==> src/rtl/j11pkg.sv <==
// j11pkg: shared constants, FSM states and decode classes for the j11mem bus target.
package j11pkg;

    localparam logic [8:0] IOPAGE  = 9'o777;
    localparam int         TIMER_W = 8;

    typedef enum logic [1:0] {
        S_IDLE,
        S_RAMWAIT,
        S_IOWAIT,
        S_ACK
    } state_t;

    typedef enum logic [1:0] {
        CLS_GP,
        CLS_IO,
        CLS_RAM,
        CLS_NXM
    } cls_t;

    // GP beats the I/O page, which beats RAM; whatever is left is nonexistent.
    function automatic cls_t decodeClass(input logic        gp,
                                         input logic [21:0] addr,
                                         input logic [21:0] ramTop);
        cls_t cls;
        if (gp)
            cls = CLS_GP;
        else if (addr[21:13] == IOPAGE)
            cls = CLS_IO;
        else if (addr < ramTop)
            cls = CLS_RAM;
        else
            cls = CLS_NXM;
        return cls;
    endfunction

endpackage

==> src/rtl/j11timer.sv <==
// j11timer: loadable down-counter that parks at zero and flags it, shared by
// the RAM latency wait and the I/O timeout.
module j11timer
    import j11pkg::*;
(
    input  logic               i_clk,
    input  logic               i_rst,
    input  logic               i_load,
    input  logic [TIMER_W-1:0] i_value,
    output logic               o_zero
);

    logic [TIMER_W-1:0] r_count;

    always_ff @(posedge i_clk) begin
        if (i_rst)
            r_count <= '0;
        else if (i_load)
            r_count <= i_value;
        else if (r_count != '0)
            r_count <= r_count - TIMER_W'(1);
    end

    assign o_zero = (r_count == '0);

endmodule

==> src/rtl/j11mem.sv <==
// j11mem: DCJ11 bus target routing each request to word RAM, the I/O page
// handshake port, or an internal responder for GP cycles and nonexistent memory.
module j11mem
    import j11pkg::*;
#(
    parameter int          RAMLAT  = 1,
    parameter logic [21:0] RAMTOP  = 22'o1000000,
    parameter int          TIMEOUT = 64
) (
    input  logic        i_clk,
    input  logic        i_rst,
    input  logic        i_busreq,
    input  logic        i_buswr,
    input  logic        i_busgp,
    input  logic [21:0] i_busaddr,
    input  logic [15:0] i_buswdata,
    output logic        o_busack,
    output logic [15:0] o_busrdata,
    output logic        o_memen,
    output logic        o_memwe,
    output logic [20:0] o_memaddr,
    output logic [15:0] o_memwdata,
    input  logic [15:0] i_memrdata,
    output logic        o_ioreq,
    output logic        o_iowr,
    output logic [11:0] o_ioaddr,
    output logic [15:0] o_iowdata,
    input  logic        i_ioack,
    input  logic [15:0] i_iordata,
    input  logic        i_nxmclr,
    output logic        o_nxm
);

    state_t             r_state;
    cls_t               r_cls;
    logic               r_wr;
    logic               r_busack;
    logic [15:0]        r_busrdata;
    logic               r_memen;
    logic               r_memwe;
    logic [20:0]        r_memaddr;
    logic [15:0]        r_memwdata;
    logic               r_ioreq;
    logic               r_iowr;
    logic [11:0]        r_ioaddr;
    logic [15:0]        r_iowdata;
    logic               r_nxm;

    cls_t               w_cls;
    logic               w_start;
    logic               w_timerZero;
    logic [TIMER_W-1:0] w_loadValue;

    assign w_cls       = decodeClass(i_busgp, i_busaddr, RAMTOP);
    assign w_start     = (r_state == S_IDLE) && i_busreq;
    // Loaded with TIMEOUT-1 so it reaches zero on the TIMEOUT-th cycle of ioreq.
    assign w_loadValue = (w_cls == CLS_IO) ? TIMER_W'(TIMEOUT - 1) : TIMER_W'(RAMLAT);

    j11timer u_timer (
        .i_clk   (i_clk),
        .i_rst   (i_rst),
        .i_load  (w_start),
        .i_value (w_loadValue),
        .o_zero  (w_timerZero)
    );

    always_ff @(posedge i_clk) begin
        if (i_rst) begin
            r_state    <= S_IDLE;
            r_cls      <= CLS_GP;
            r_wr       <= 1'b0;
            r_busack   <= 1'b0;
            r_busrdata <= '0;
            r_memen    <= 1'b0;
            r_memwe    <= 1'b0;
            r_memaddr  <= '0;
            r_memwdata <= '0;
            r_ioreq    <= 1'b0;
            r_iowr     <= 1'b0;
            r_ioaddr   <= '0;
            r_iowdata  <= '0;
            r_nxm      <= 1'b0;
        end else begin
            r_memen  <= 1'b0;
            r_memwe  <= 1'b0;
            r_busack <= 1'b0;
            r_nxm    <= r_nxm & ~i_nxmclr;

            unique case (r_state)
                S_IDLE: begin
                    if (i_busreq) begin
                        r_cls <= w_cls;
                        r_wr  <= i_buswr;
                        unique case (w_cls)
                            CLS_RAM: begin
                                r_memen    <= 1'b1;
                                r_memwe    <= i_buswr;
                                r_memaddr  <= i_busaddr[21:1];
                                r_memwdata <= i_buswdata;
                                r_state    <= S_RAMWAIT;
                            end
                            CLS_IO: begin
                                r_ioreq   <= 1'b1;
                                r_iowr    <= i_buswr;
                                r_ioaddr  <= i_busaddr[12:1];
                                r_iowdata <= i_buswdata;
                                r_state   <= S_IOWAIT;
                            end
                            // GP and NXM pass through RAMWAIT for one cycle so
                            // their ack lines up with a RAM write.
                            default: r_state <= S_RAMWAIT;
                        endcase
                    end
                end

                S_RAMWAIT: begin
                    if (r_cls != CLS_RAM) begin
                        r_busrdata <= '0;
                        r_busack   <= 1'b1;
                        r_state    <= S_ACK;
                        if (r_cls == CLS_NXM)
                            r_nxm <= 1'b1;
                    end else if (r_wr) begin
                        r_busack <= 1'b1;
                        r_state  <= S_ACK;
                    end else if (w_timerZero) begin
                        r_busrdata <= i_memrdata;
                        r_busack   <= 1'b1;
                        r_state    <= S_ACK;
                    end
                end

                S_IOWAIT: begin
                    if (i_ioack) begin
                        if (!r_wr)
                            r_busrdata <= i_iordata;
                        r_ioreq  <= 1'b0;
                        r_busack <= 1'b1;
                        r_state  <= S_ACK;
                    end else if (w_timerZero) begin
                        r_ioreq    <= 1'b0;
                        r_busrdata <= 16'o177777;
                        r_nxm      <= 1'b1;
                        r_busack   <= 1'b1;
                        r_state    <= S_ACK;
                    end
                end

                S_ACK:   r_state <= S_IDLE;

                default: r_state <= S_IDLE;
            endcase
        end
    end

    assign o_busack   = r_busack;
    assign o_busrdata = r_busrdata;
    assign o_memen    = r_memen;
    assign o_memwe    = r_memwe;
    assign o_memaddr  = r_memaddr;
    assign o_memwdata = r_memwdata;
    assign o_ioreq    = r_ioreq;
    assign o_iowr     = r_iowr;
    assign o_ioaddr   = r_ioaddr;
    assign o_iowdata  = r_iowdata;
    assign o_nxm      = r_nxm;

endmodule
==> config.mk <==
export PLATFORM = sky130hd
export DESIGN_NAME = j11mem
export DESIGN_NICKNAME = d
export VERILOG_FILES = /design/src/rtl/j11pkg.sv /design/src/rtl/j11timer.sv /design/src/rtl/j11mem.sv
export SDC_FILE = /design/constraint.sdc
export NUM_CORES = 1
export LEC_CHECK = 0
export CORE_ASPECT_RATIO = 1.4
export CORE_UTILIZATION = 47
export CTS_BUF_LIST = sky130_fd_sc_hd__clkbuf_16
export CTS_CLUSTER_DIAMETER = 120
export DETAILED_ROUTE_END_ITERATION = 8
export PLACE_DENSITY_LB_ADDON = 0.2
export SETUP_SLACK_MARGIN = 0.4
export SYNTH_ARGS = -nofsm -noshare
export SYNTH_HDL_FRONTEND = slang
export SYNTH_SLANG_ARGS = --single-unit
==> constraint.sdc <==
create_clock -name i_clk -period 4.3 [get_ports i_clk]
set_input_delay 0.86 -clock i_clk [delete_from_list [all_inputs] [get_ports i_clk]]
set_output_delay 0.86 -clock i_clk [all_outputs]
set_load 0.005 [all_outputs]
* Yosys cells after proc, flatten, opt, wreduce, memory -nomap -nowiden
Cells that the tools add are included.
Widths: inputs -> output; s select.
** Cells by class
- $add $sub $neg :: 1
- Order comparisons :: 1
- Equal/unequal tests :: 14
- Mux-type cells :: 36
- Bitwise logic cells :: 5
- Reductions and logical operators :: 14
** Operators by type and width (number)
- $mux 16 :: 6
- $pmux 16 s2 :: 1
- $lt 22x19->1 const B :: 1
- $mux 2 :: 8
- $mux 8 :: 2
- $mux 1 :: 14
- $eq 9x9->1 const B :: 1
- $eq 2x2->1 const B :: 4
- $logic_not 8->1 :: 1
- $pmux 2 s4 :: 1
- $reduce_bool 8->1 :: 1
- $sub 8x1->8 const B :: 1
- $mux 6 :: 1
- $ne 3x2->1 const B :: 2
- $ne 3x3->1 const B :: 2
- $pmux 1 s2 :: 3
- $reduce_and 3->1 :: 2
- $reduce_bool 2->1 :: 3
- $reduce_and 5->1 :: 1
- $eq 2x1->1 const B :: 2
- $ne 2x2->1 const B :: 2
- $not 1->1 :: 4
- $reduce_and 4->1 :: 1
- $reduce_or 4->1 :: 1
- other kinds (6) :: 6
** Storage, ports and cells
- Register bits :: 100
- Word-level logic and storage cells :: 86

* Longest topological paths before layout
- Word-level depth :: 8
- Mapped depth :: 9

* Modules after synthesis
A second synthesis with hierarchy kept.
** Unflattened totals
- Cells, all modules :: 521
- Area total of the unflattened synthesis :: 4204.0 µm²
** Modules (own cells, without submodules)
- j11mem :: times used 1, cells an instance 468, area an instance 3728.6 µm², sequential area each 1841.8 µm²
- j11timer :: times used 1, cells an instance 53, area an instance 475.5 µm², sequential area each 160.2 µm²

* Worst setup path after synthesis
No wires, ideal clock.
- Path type :: input-to-reg
- From :: in i_busaddr[21]
- To :: reg r_memwdata[3], in the netlist o_memwdata[3]
- Setup time :: 0.132 ns
- Data arrival time :: 2.217 ns
- Path slack :: 1.950 ns
- Cell stages on the path :: 6
- Buffers on the path :: 2
- Path through :: or4_1 -> or3_1 -> clkbuf_1 -> clkbuf_1 -> nand2_1 -> a21oi_1
** Between the ends
- Word-level cells in the longest chain between the ends :: 6
** RTL lines
- start: declaration :: RTL line j11mem.sv:15 : input logic [21:0] i_busaddr,
- $lt 22x19->1 :: RTL line j11pkg.sv:30 : else if (addr < ramTop)
- $mux 1 :: RTL line j11pkg.sv:30
- $mux 2 (*) :: RTL line j11pkg.sv:28 : else if (addr[21:13] == IOPAGE)
- $mux 2 (*) :: RTL line j11pkg.sv:26 : if (gp)
- $eq 2x2->1 (*) :: RTL line j11mem.sv:94 : unique case (w_cls)
- $reduce_and 3->1 (no line) (*)
- end signal: assignment :: RTL line j11mem.sv:99 : r_memwdata <= i_buswdata;
- end: declaration :: RTL line j11mem.sv:42 : logic [15:0] r_memwdata;
Every way passes the cells marked *; elsewhere a longest branch is shown, timed or not.
A chain may end at the register's enable or synchronous reset.

* Worst setup path after layout
- From :: in i_busreq
- To :: reg r_iowdata[14], in the netlist o_iowdata[14]
** Between the ends
- Word-level cells in the longest chain between the ends :: 1
** RTL lines
- start: declaration :: RTL line j11mem.sv:12 : input logic i_busreq,
- $reduce_and 3->1 (no line)
- end signal: assignment :: RTL line j11mem.sv:106 : r_iowdata <= i_buswdata;
- end: declaration :: RTL line j11mem.sv:46 : logic [15:0] r_iowdata;
No other way between the ends.

==> impl_results.md <==
- Antenna viol nets, final: 0
- Synth Area in Compound Gates: 0.1893
- H-tree levels: 3
- Cell accounting for the most synthesized area: dfxtp_1
- Routability Congestion: between 0.8 and 0.9
- Deepest clock path buffer count: 2
- Clock skew: around 0.0085 ns
- Top Metal Used: met4
- WL met3: approximately 1000 um
- Starting Density: 0.4837
- Yosys top cell area share: 0.4808
- Synth warnings: 0
- Number of global-route vias before repair: between 3000 and 4000
- Port Buffer Count: 162
- DR DRC count: 0
- Full die area: ~9000 um^2
- DRT Pass-1 Iters: 4
- Met1 wire length: 3985 um
- LEAKAGE: 2.213 nW
- Fmax: 363.5 MHz
- DR vias: 3782
- Worst hold path class: reg -> reg
- Max-slew violations: 0
- Die Span Y: 113.4 um
- Largest cells by area after synthesis: dfxtp_1 (48%), mux2i_1 (7.2%), nand2_1 (6.7%)
- Fill cells: 671
- Antenna fix cells: 0
- Setup TNS: 0 ns
- VDD IR max: 0.3274 mV
- Antenna violations before repair: 0
- Setup CP Type: in -> reg
- Max-cap violations: 0
- Share of cells above drive strength 1: 0.05873
- Synth top cells by count: dfxtp_1 (100), nand2_1 (74), nor2_1 (43)
- Final net count: 690
- Min Tclk post-route: 2.751 ns
- Core ar.: roughly 8600 um^2
- Commonest register cell after synthesis: dfxtp_1
- Clock slew seen by the registers of the worst setup and hold paths: roughly 0.06 ns
- Seq/Total Area, Yosys: 0.4808
- Final WS setup: 1.549 ns
- CTS resizes: 0
- Area Overhead vs Synth: 46.48%
- Largest family of logic cells by synthesized area: compound AO/OA/AOI/OAI gates
- Worst Path Arrival: between 2 and 3 ns
- Initial DRC count: ~170
- CP Cell Sequence: clkdlybuf4s50_1 -> nand2_1 -> nor4_4 -> buf_4 -> mux2i_1 -> nor2_1
- Worst path max stage delay: 0.51 ns
- RSZ-0062 raised after global routing: no
- Largest net degree at the start of global routing: 66
- Syn Inst Count: 463
- Final setup fails: 0
- Reg area: between 2000 and 2500 um^2
- CTS root buf: clkbuf_16
- Post-DP HPWL: 7618 um
- First-pass GRT wire length: 16510 um
- Yosys cell types: 51
- Slowest stage cell on the critical path: clkdlybuf4s50_1
- GRT Total Usage: 0.2306
- Worst Path Max Fanout: 33
- Rows: 40
- Post-Syn Area: 4164 um^2
- Crit end category: flop
- Net Count, Synth: 545
- Async SR Flop Fraction: 0
- Most common cell in the netlist: dfxtp_1
- Hold Buf Count CTS: 0
- Routed WL: 10600 um
- Slew @ Worst Pin: 0.8775 ns
- Number of buffers created by CTS: 9
- Post-CTS Setup Repair Bufs: 0
- IO Pins: 164
- Adder-cell area share of the yosys netlist: 0.01502
- Overflow after GRT: 0
- Vias/cell: 5.267
- Pwr dens: 461.2 nW/um^2
- Final period utilization: 0.6397
- Syn avg cell area: roughly 9.0 um^2
- Pre-CTS setup slack: between 1 and 1.5 ns
- Mux cell area share after synthesis: 0.07482
- Final core utilization: 0.7086
- Routed met2 length: 5332 um
- Simple-Gate Fraction of Synth Area: 0.1716
- Area of the multi-input gates: between 1500 and 2000 um^2
- CTS Sinks: 100
- #FFs+latches synth: 100
- Post-synth EDFFs: 0
- WL per Instance: 14.76 um
- Fin. Hold Viols: 0
- Max transition margin: 0.4150
- Critical path launch point type: input pin
- Later-pin clock latency in the skew report: 0.34 ns
- Die Wd: 81.55 um
- Post-synthesis xor/xnor area fraction: 0.008413
- Status: finished, final reports clean
- CTS tree: built
- Worst EP required: 4.50 ns
## path summary, 6_finish.rpt
check | from | end | slack (ns) | cells after the start
setup / recovery | i_busreq | o_iowdata[14] | 1.55 | 6
hold / removal | o_memwdata[15] | o_memwdata[15] | 0.45 | 2
setup reg to reg | r_state[0] | o_iowdata[14] | 1.84 | 7
hold reg to reg | o_memwdata[15] | o_memwdata[15] | 0.45 | 2
## cells in the final DEF, fill, tap and decap left out, drive strengths merged, types with 6 or more instances in the layout
cell             n
a21o            16
a21oi           42
a221oi          16
buf              6
clkbuf           9
clkdlybuf4s50  161
dfxtp          100
inv             24
mux2i           30
nand2           74
nor2            43
nor3             6
o21ai           22
## area by class of cell
cell class | instances | share of cell area
flip-flops and latches | 100 | 0.3282
clock inverters | 7 | 0.009641
clock buffers | 9 | 0.03692
well taps | 105 | 0.02154
inverters | 23 | 0.01415
multi-input cells | 307 | 0.3159
repair buffers | 167 | 0.2736
## routing by layer
| metal | vias up | global-route usage |
|---|---|---|
| met1 | 1756 | 0.2429 |
| met2 | 132 | 0.4039 |
| li1 | 1879 | - |
| met5 | - | 0 |
| met4 | 0 | 0.08571 |
| met3 | 15 | 0.09040 |
## kinds of logic (layout without fill, tap and decap cells)
family	Yosys count	count (layout)
multiplexers	31	31
flip-flops	100	100
XOR/XNOR	4	4
adder cells (fa/ha/maj)	5	5
AND/OR/NAND/NOR	155	155
buffers and inverters	56	206
AO/OA/AOI/OAI	112	112
## metrics by stage
| step | cell area, um^2 | cells | hold WS (ns) | total power, mW |
|---|---|---|---|---|
| floorplan | 4164 | 463 | 0.4492 | 1.819 |
| global placement | 5816 | 702 | 0.4407 | 2.032 |
| detailed placement | 5816 | 702 | 0.4490 | 2.069 |
| CTS | 6100 | 718 | 0.4572 | 2.836 |
| global route | 6100 | 718 | 0.4706 | 2.983 |
| finish | 6100 | 718 | 0.4539 | 2.813 |
## where the power goes
part           leakage (nW)  switching (mW)  internal, mW  total (mW)
Sequential            0.811          0.0663          1.03        1.09
Clock                 0.143           0.323         0.442       0.765
Combinational          1.26           0.509         0.446       0.954
## sequential cells by signal, summed over array words and instances, names as in the netlist
| name | count |
|---|---|
| o_iowdata | 16 |
| o_memwdata | 16 |
| o_ioreq | 1 |
| o_busrdata | 16 |
| o_memwe | 1 |
| o_iowr | 1 |
| o_memaddr | 21 |
| o_memen | 1 |
| o_busack | 1 |
| r_cls | 2 |
| u_timer.r_count | 8 |
| r_wr | 1 |
| o_nxm | 1 |
| r_state | 2 |
| o_ioaddr | 12 |
## worst max-delay path, delay by kind of cell
family	cells	cell delay (ns)
muxes	1	0.28
buffers and inverters	2	1.02
and+or+nand+nor	3	0.77
No activity file was read; power rests on OpenSTA's default activity.
